## config.mk

```make
export PLATFORM = sky130hd
export DESIGN_NAME = port_prioritizer
export DESIGN_NICKNAME = d
export VERILOG_FILES = /design/src/rtl/port_prioritizer.sv
export SDC_FILE = /design/constraint.sdc
export NUM_CORES = 1
export LEC_CHECK = 0
export CORE_AREA = 2 2 101 177
export DETAILED_ROUTE_END_ITERATION = 16
export DIE_AREA = 0 0 103 179
export GPL_ROUTABILITY_DRIVEN = 1
export PLACE_DENSITY_LB_ADDON = 0.15
export SYNTH_ARGS = -nofsm -noshare
export SYNTH_HDL_FRONTEND = slang
export SYNTH_SLANG_ARGS = --single-unit
export TNS_END_PERCENT = 30
```

## constraint.sdc

```tcl
create_clock -name clk -period 7.43 [get_ports clk]
set_input_delay 1.486 -clock clk [delete_from_list [all_inputs] [get_ports clk]]
set_output_delay 1.486 -clock clk [all_outputs]
set_load 0.1 [all_outputs]
```

## src/rtl/port_prioritizer.sv

```systemverilog
// Request-side port prioritizer: orders three port requests into three tagged
// slots (round-robin or fixed priority) behind one registered valid/ready stage.
module port_prioritizer #(
  parameter int ADDR_W = 8
) (
  input  logic              clk,
  input  logic              rst,
  input  logic              fixed_prio,
  input  logic              port1_valid_in,
  input  logic              port1_wen,
  input  logic [ADDR_W-1:0] port1_addr,
  input  logic [15:0]       port1_data_in,
  input  logic              port2_valid_in,
  input  logic              port2_wen,
  input  logic [ADDR_W-1:0] port2_addr,
  input  logic [15:0]       port2_data_in,
  input  logic              port3_valid_in,
  input  logic              port3_wen,
  input  logic [ADDR_W-1:0] port3_addr,
  input  logic [15:0]       port3_data_in,
  output logic              in_ready,
  input  logic              out_ready,
  output logic              slot1_valid_out,
  output logic              slot1_wen,
  output logic [ADDR_W-1:0] slot1_addr,
  output logic [15:0]       slot1_data_out,
  output logic [1:0]        slot1_orig_id,
  output logic              slot2_valid_out,
  output logic              slot2_wen,
  output logic [ADDR_W-1:0] slot2_addr,
  output logic [15:0]       slot2_data_out,
  output logic [1:0]        slot2_orig_id,
  output logic              slot3_valid_out,
  output logic              slot3_wen,
  output logic [ADDR_W-1:0] slot3_addr,
  output logic [15:0]       slot3_data_out,
  output logic [1:0]        slot3_orig_id,
  output logic [1:0]        rr_ptr,
  output logic              full
);

  // Handshake: the input side transfers on in_ready & any valid, the output
  // bundle is consumed on full & out_ready; both may happen on the same edge.

  logic [2:0]        p_valid;
  logic [2:0]        p_wen;
  logic [ADDR_W-1:0] p_addr [3];
  logic [15:0]       p_data [3];

  assign p_valid = {port3_valid_in, port2_valid_in, port1_valid_in};
  assign p_wen   = {port3_wen, port2_wen, port1_wen};
  assign p_addr[0] = port1_addr;
  assign p_addr[1] = port2_addr;
  assign p_addr[2] = port3_addr;
  assign p_data[0] = port1_data_in;
  assign p_data[1] = port2_data_in;
  assign p_data[2] = port3_data_in;

  function automatic logic [1:0] inc3(input logic [1:0] x);
    return (x == 2'd2) ? 2'd0 : x + 2'd1;
  endfunction

  logic [1:0] base;
  logic [1:0] prio [3];
  logic [2:0] pv;
  logic [1:0] pos  [3];
  logic [1:0] sel  [3];
  logic       any_valid;
  logic [1:0] rr_next;

  always_comb begin
    base    = fixed_prio ? 2'd0 : rr_ptr;
    prio[0] = base;
    prio[1] = inc3(base);
    prio[2] = inc3(inc3(base));
    // pv[2] is the highest-priority port's valid
    pv = {p_valid[prio[0]], p_valid[prio[1]], p_valid[prio[2]]};
    pos[0] = 2'd0;
    pos[1] = 2'd1;
    pos[2] = 2'd2;
    // Stable partition: valid ports first, then invalid, each in priority order
    case (pv)
      3'b101: begin pos[0] = 2'd0; pos[1] = 2'd2; pos[2] = 2'd1; end
      3'b011: begin pos[0] = 2'd1; pos[1] = 2'd2; pos[2] = 2'd0; end
      3'b010: begin pos[0] = 2'd1; pos[1] = 2'd0; pos[2] = 2'd2; end
      3'b001: begin pos[0] = 2'd2; pos[1] = 2'd0; pos[2] = 2'd1; end
      default: ;
    endcase
    for (int j = 0; j < 3; j++) begin
      sel[j] = prio[pos[j]];
    end
    any_valid = |p_valid;
    rr_next   = inc3(sel[0]);
  end

  assign in_ready = !full || out_ready;

  logic [2:0]        s_valid;
  logic [2:0]        s_wen;
  logic [ADDR_W-1:0] s_addr [3];
  logic [15:0]       s_data [3];
  logic [1:0]        s_orig [3];

  always_ff @(posedge clk or posedge rst) begin
    if (rst) begin
      full    <= 1'b0;
      rr_ptr  <= 2'd0;
      s_valid <= '0;
      s_wen   <= '0;
      for (int j = 0; j < 3; j++) begin
        s_addr[j] <= '0;
        s_data[j] <= '0;
        s_orig[j] <= 2'(j + 1);
      end
    end else if (in_ready) begin
      // The permutation loads even with no valid input, so tags stay legal
      full <= any_valid;
      if (any_valid) begin
        rr_ptr <= rr_next;
      end
      for (int j = 0; j < 3; j++) begin
        s_valid[j] <= p_valid[sel[j]];
        s_wen[j]   <= p_wen[sel[j]];
        s_addr[j]  <= p_addr[sel[j]];
        s_data[j]  <= p_data[sel[j]];
        s_orig[j]  <= sel[j] + 2'd1;
      end
    end
  end

  assign slot1_valid_out = s_valid[0];
  assign slot1_wen       = s_wen[0];
  assign slot1_addr      = s_addr[0];
  assign slot1_data_out  = s_data[0];
  assign slot1_orig_id   = s_orig[0];
  assign slot2_valid_out = s_valid[1];
  assign slot2_wen       = s_wen[1];
  assign slot2_addr      = s_addr[1];
  assign slot2_data_out  = s_data[1];
  assign slot2_orig_id   = s_orig[1];
  assign slot3_valid_out = s_valid[2];
  assign slot3_wen       = s_wen[2];
  assign slot3_addr      = s_addr[2];
  assign slot3_data_out  = s_data[2];
  assign slot3_orig_id   = s_orig[2];

endmodule

```

## After elaboration in Yosys (flattened, before gate mapping)

Cells that the tools add are included.

| operators by class | value |
|---|---|
| $lt $le $gt $ge | 12 |
| add/subtract/negate cells | 5 |
| multiplexer cells | 50 |
| bitwise operators | 6 |
| eq/ne operators | 7 |
| reduce and logical (&&, ||, !) cells | 4 |

Operators with widths:

| cell | number |
|---|---|
| 16-bit binary-select mux with 2-bit select | 3 |
| 16-bit 2-to-1 mux | 6 |
| 8-bit binary-select mux with 2-bit select | 3 |
| 8-bit 2-to-1 mux | 6 |
| 6-bit one-hot mux with 4 select lines | 1 |
| 2-bit 2-to-1 mux | 10 |
| 1-bit binary-select mux with 2-bit select | 9 |
| 3-bit >= comparator (second input constant) | 6 |
| 2-bit by 3-bit less-than comparator with 1-bit output (second input constant) | 6 |
| 2-bit inverter with 3-bit output | 6 |
| 2-bit binary-select mux with 2-bit select | 3 |
| 2-bit by 1-bit adder with 2-bit output (second input constant) | 5 |
| 1-bit 2-to-1 mux | 9 |
| 2-bit equality test (second input constant) | 3 |
| 3-bit by 2-bit equality test with 1-bit output (second input constant) | 2 |
| 3-bit by 1-bit equality test with 1-bit output (second input constant) | 1 |
| 3-bit equality test (second input constant) | 1 |
| 3-bit OR reduction | 1 |
| 2-bit AND reduction | 1 |
| 1-bit zero test | 1 |
| 1-bit logical OR | 1 |

| storage, ports and cells | value |
|---|---|
| word-level logic and storage cells | 97 |
| flip-flop bits (word level) | 87 |

## Logic depth before layout (Yosys ltp)

| depth | value |
|---|---|
| depth after elaboration | 17 |
| mapped depth | 10 |
| depth with buffers taken out | 8 |

## Worst setup path after synthesis

OpenSTA, ideal clock, no wires.

| path | value |
|---|---|
| path kind | input port to output port |
| start point | input out_ready |
| end point | output in_ready |
| path slack | 2.960 ns |
| stages on the path | 4 |
| path buffers | 2 |
| data arrival time | 2.984 ns |
| data required time | 5.944 ns |
| path through | nor2b_1 -> clkinv_1 -> clkbuf_1 -> buf_1 |

| between the ends | value |
|---|---|
| cells in the longest elaborated chain, start to end | 1 |

Ends and longest elaborated chain:

| item | line | source |
|---|---|---|
| from (decl) | 22 | `input logic out_ready,` |
| 1-bit logical OR | 96 | `assign in_ready = !full \|\| out_ready;` |
| to (decl) | 21 | `output logic in_ready,` |

Every way passes these cells.

## Final worst setup path

Same ends and word-level chain as after synthesis.

==> results.sh <==
export IMPL_outcome="completed"
export IMPL_clk_pin_slew_ns=0.07
export IMPL_hp_class="reg -> reg"
export IMPL_total_power_mw=2.47
export IMPL_power_leakage_nw=3.14
export IMPL_dp_hpwl_mm=12.4
export IMPL_endpoint_kind="output port"
export IMPL_cts_root_buf="clkbuf_16"
export IMPL_clockBufferDepth=2
export IMPL_gp_congestion=0.853
export IMPL_startpoint_type="input port"
export IMPL_portBuffers=169
export IMPL_rsz0062_at_grt="no"
export IMPL_insertion_delay_ns=0.35
export IMPL_cts_resized=0
export IMPL_fin_cells=893
export IMPL_ys_seq_area_share_pct=43.3
export IMPL_synth_top_area_share_pct=41.3
export IMPL_cts_tree="built"
export IMPL_post_drt_wl_per_cell_um=20.4
export IMPL_num_rows=64
export IMPL_firstDrtPassIters=4
export IMPL_grt_pass1_wl_mm=27.9
export IMPL_async_flop_share_pct=100
export IMPL_relSlewSlack_pct=29.5
export IMPL_dp_cells=876
export IMPL_netlist_instances=509
export IMPL_yosys_warnings=0
export IMPL_synth_nets=593
export IMPL_coreArea_mm2=0.0171
export IMPL_p_per_area_mw_per_mm2=345
export IMPL_required_ns=5.94
export IMPL_drc=0
export IMPL_overflow=0
export IMPL_finalWirelength_mm=18.2
export IMPL_area_growth_pct=42.2
export IMPL_synth_edf_count=0
export IMPL_cts_sinks=87
export IMPL_vias=4658
export IMPL_fp_dieW_um=103
export IMPL_yosysMostFrequentCell="nand2_1"
export IMPL_netlist_top_cells_area="dfrtp_1, mux2i_1, nand2_1"
export IMPL_start_util_pct=29.4
export IMPL_cts_buffers=9
export IMPL_drv_slew=0
export IMPL_placement_cell_area_mm2=0.00687
export IMPL_synth_area_leader_cell="dfrtp_1"
export IMPL_fin_skew_ns=0.00691
export IMPL_track_usage_pct=20.0
export IMPL_critical_path_class="in -> out"
export IMPL_synthesis_area_mm2=0.00503
export IMPL_cts_setup_buffers=0
export IMPL_report_final_hold_viol_count=0
export IMPL_io_pins=170
export IMPL_drive_gt1_share_pct=9.38
export IMPL_synth_flop_cell="dfrtp_1"
export IMPL_setup_viol=0
export IMPL_synth_common_cells="nand2_1, dfrtp_1, mux2i_1"
export IMPL_max_vdd_ir_drop_v=0.000162
export IMPL_yosysUniqueCellTypes=42
export IMPL_crit_fanout=2
export IMPL_dieArea_mm2=0.0184
export IMPL_nets=740
export IMPL_die_h_um=179
export IMPL_drt_iter0_markers=219
export IMPL_maxCapViolations=0
export IMPL_fmax_ghz=0.213
export IMPL_cts_htree_levels=3
export IMPL_cp_arrival_ns=3.21
export IMPL_grt_max_degree=85
export IMPL_period_minus_slack_ns=4.70
export IMPL_stdcell_area_mm2=0.00716
export IMPL_cts_hold_buf=0
export IMPL_postSynthAreaPerCell_um2=9.89
export IMPL_via_per_inst=5.22
export IMPL_tns_ns=0
export IMPL_worstMarginPinSlew_ns=1.05
export IMPL_finalCritPeriodShare_pct=63.2
export IMPL_grt_pass1_vias=4965
export IMPL_utilization_pct=41.8
export IMPL_ys_ff_latch=87
export IMPL_final_antenna_net_count=0
export IMPL_antenna_found_initial=1
==> worst paths after layout <==
kind / start / to / slack [ns] / cells past startpoint
setup / recovery: out_ready / in_ready / 2.73 / 4
hold / removal: slot3_orig_id[0]$_DFFE_PP1P_ / slot3_orig_id[0]$_DFFE_PP1P_ / 0.45 / 2
setup reg to reg: rr_ptr[1]$_DFFE_PP0P_ / slot3_data_out[3]$_DFFE_PP0P_ / 4.76 / 7
hold reg to reg: slot3_orig_id[0]$_DFFE_PP1P_ / slot3_orig_id[0]$_DFFE_PP1P_ / 0.45 / 2
max in group asynchronous: rst / slot2_data_out[3]$_DFFE_PP0P_ / 4.72 / 3
min in group asynchronous: rst / slot2_data_out[4]$_DFFE_PP0P_ / 1.57 / 2
==> worst max-delay path, stage by stage <==
cell,delay [ns]
clkdlybuf4s50_1,0.50
nor2b_4,0.05
clkinv_1,0.05
clkdlybuf4s50_1,1.12
==> sequential cells by signal, indices dropped and copies added (netlist names) <==
name            cells
slot1_orig_id       2
s_wen               3
full                1
slot1_data_out     16
rr_ptr              2
slot1_addr          8
slot2_addr          8
s_valid             3
slot3_orig_id       2
slot2_data_out     16
slot3_addr          8
slot3_data_out     16
slot2_orig_id       2
==> per-stage QoR <==
stage / worst slack (ns) / hold slack (ns)
after floorplan: 2.96 / 0.677
after global placement: 2.72 / 0.450
after detailed placement: 2.72 / 0.448
after CTS: 2.72 / 0.458
after global routing: 2.70 / 0.485
final: 2.73 / 0.452
==> metal layers <==
metal | vias to the layer above | wire [µm] | part of all wire [%] | track usage, %
met3 | 34 | 724 | 4.0 | 3.35
met2 | 159 | 9860 | 54 | 36.2
met1 | 2323 | 7070 | 39 | 22.6
met4 | 0 | 599 | 3.3 | 8.61
li1 | 2142 | - | - | -
met5 | - | 0 | 0 | 0
==> cell families (layout without fill, tap and decap cells) <==
logic type / after synthesis / in the layout / synth area share (%)
flip-flops: 87 / 87 / 43.3
adder cells (fa/ha/maj): 2 / 2 / 0.497
buffers and inverters: 75 / 227 / 7.65
XOR/XNOR: 2 / 2 / 0.348
AND/OR/NAND/NOR: 126 / 126 / 10.2
multiplexers: 75 / 75 / 14.9
other: 0 / 1 / 0
AO/OA/AOI/OAI: 142 / 142 / 23.1
==> where the power goes <==
group	internal [mW]	switching, mW
Clock	0.235	0.218
Sequential	0.576	0.0760
Combinational	0.337	1.03
==> placed cells by master (no fill, tap or decap), drive strengths merged, types with 7 or more instances in the layout <==
master and n:
nor2 15, a21oi 12, clkdlybuf4s50 169, a22oi 27, inv 36, nand2 98
clkbuf 9, nand2b 7, buf 8, mux2i 75, o21ai 36, o221ai 50
dfrtp 83
==> final cells by class <==
class / instances / area (µm²)
Clock inverter: 7 / 65.1
Clock buffer: 9 / 225
Multi-Input combinational cell: 347 / 2520
Fill cell: 1781 / 9980
Antenna cell: 1 / 2.50
Inverter: 34 / 129
Sequential cell: 87 / 2180
Tap cell: 231 / 289
Timing Repair Buffer: 177 / 1750
Power figures use the tool's default switching activity.
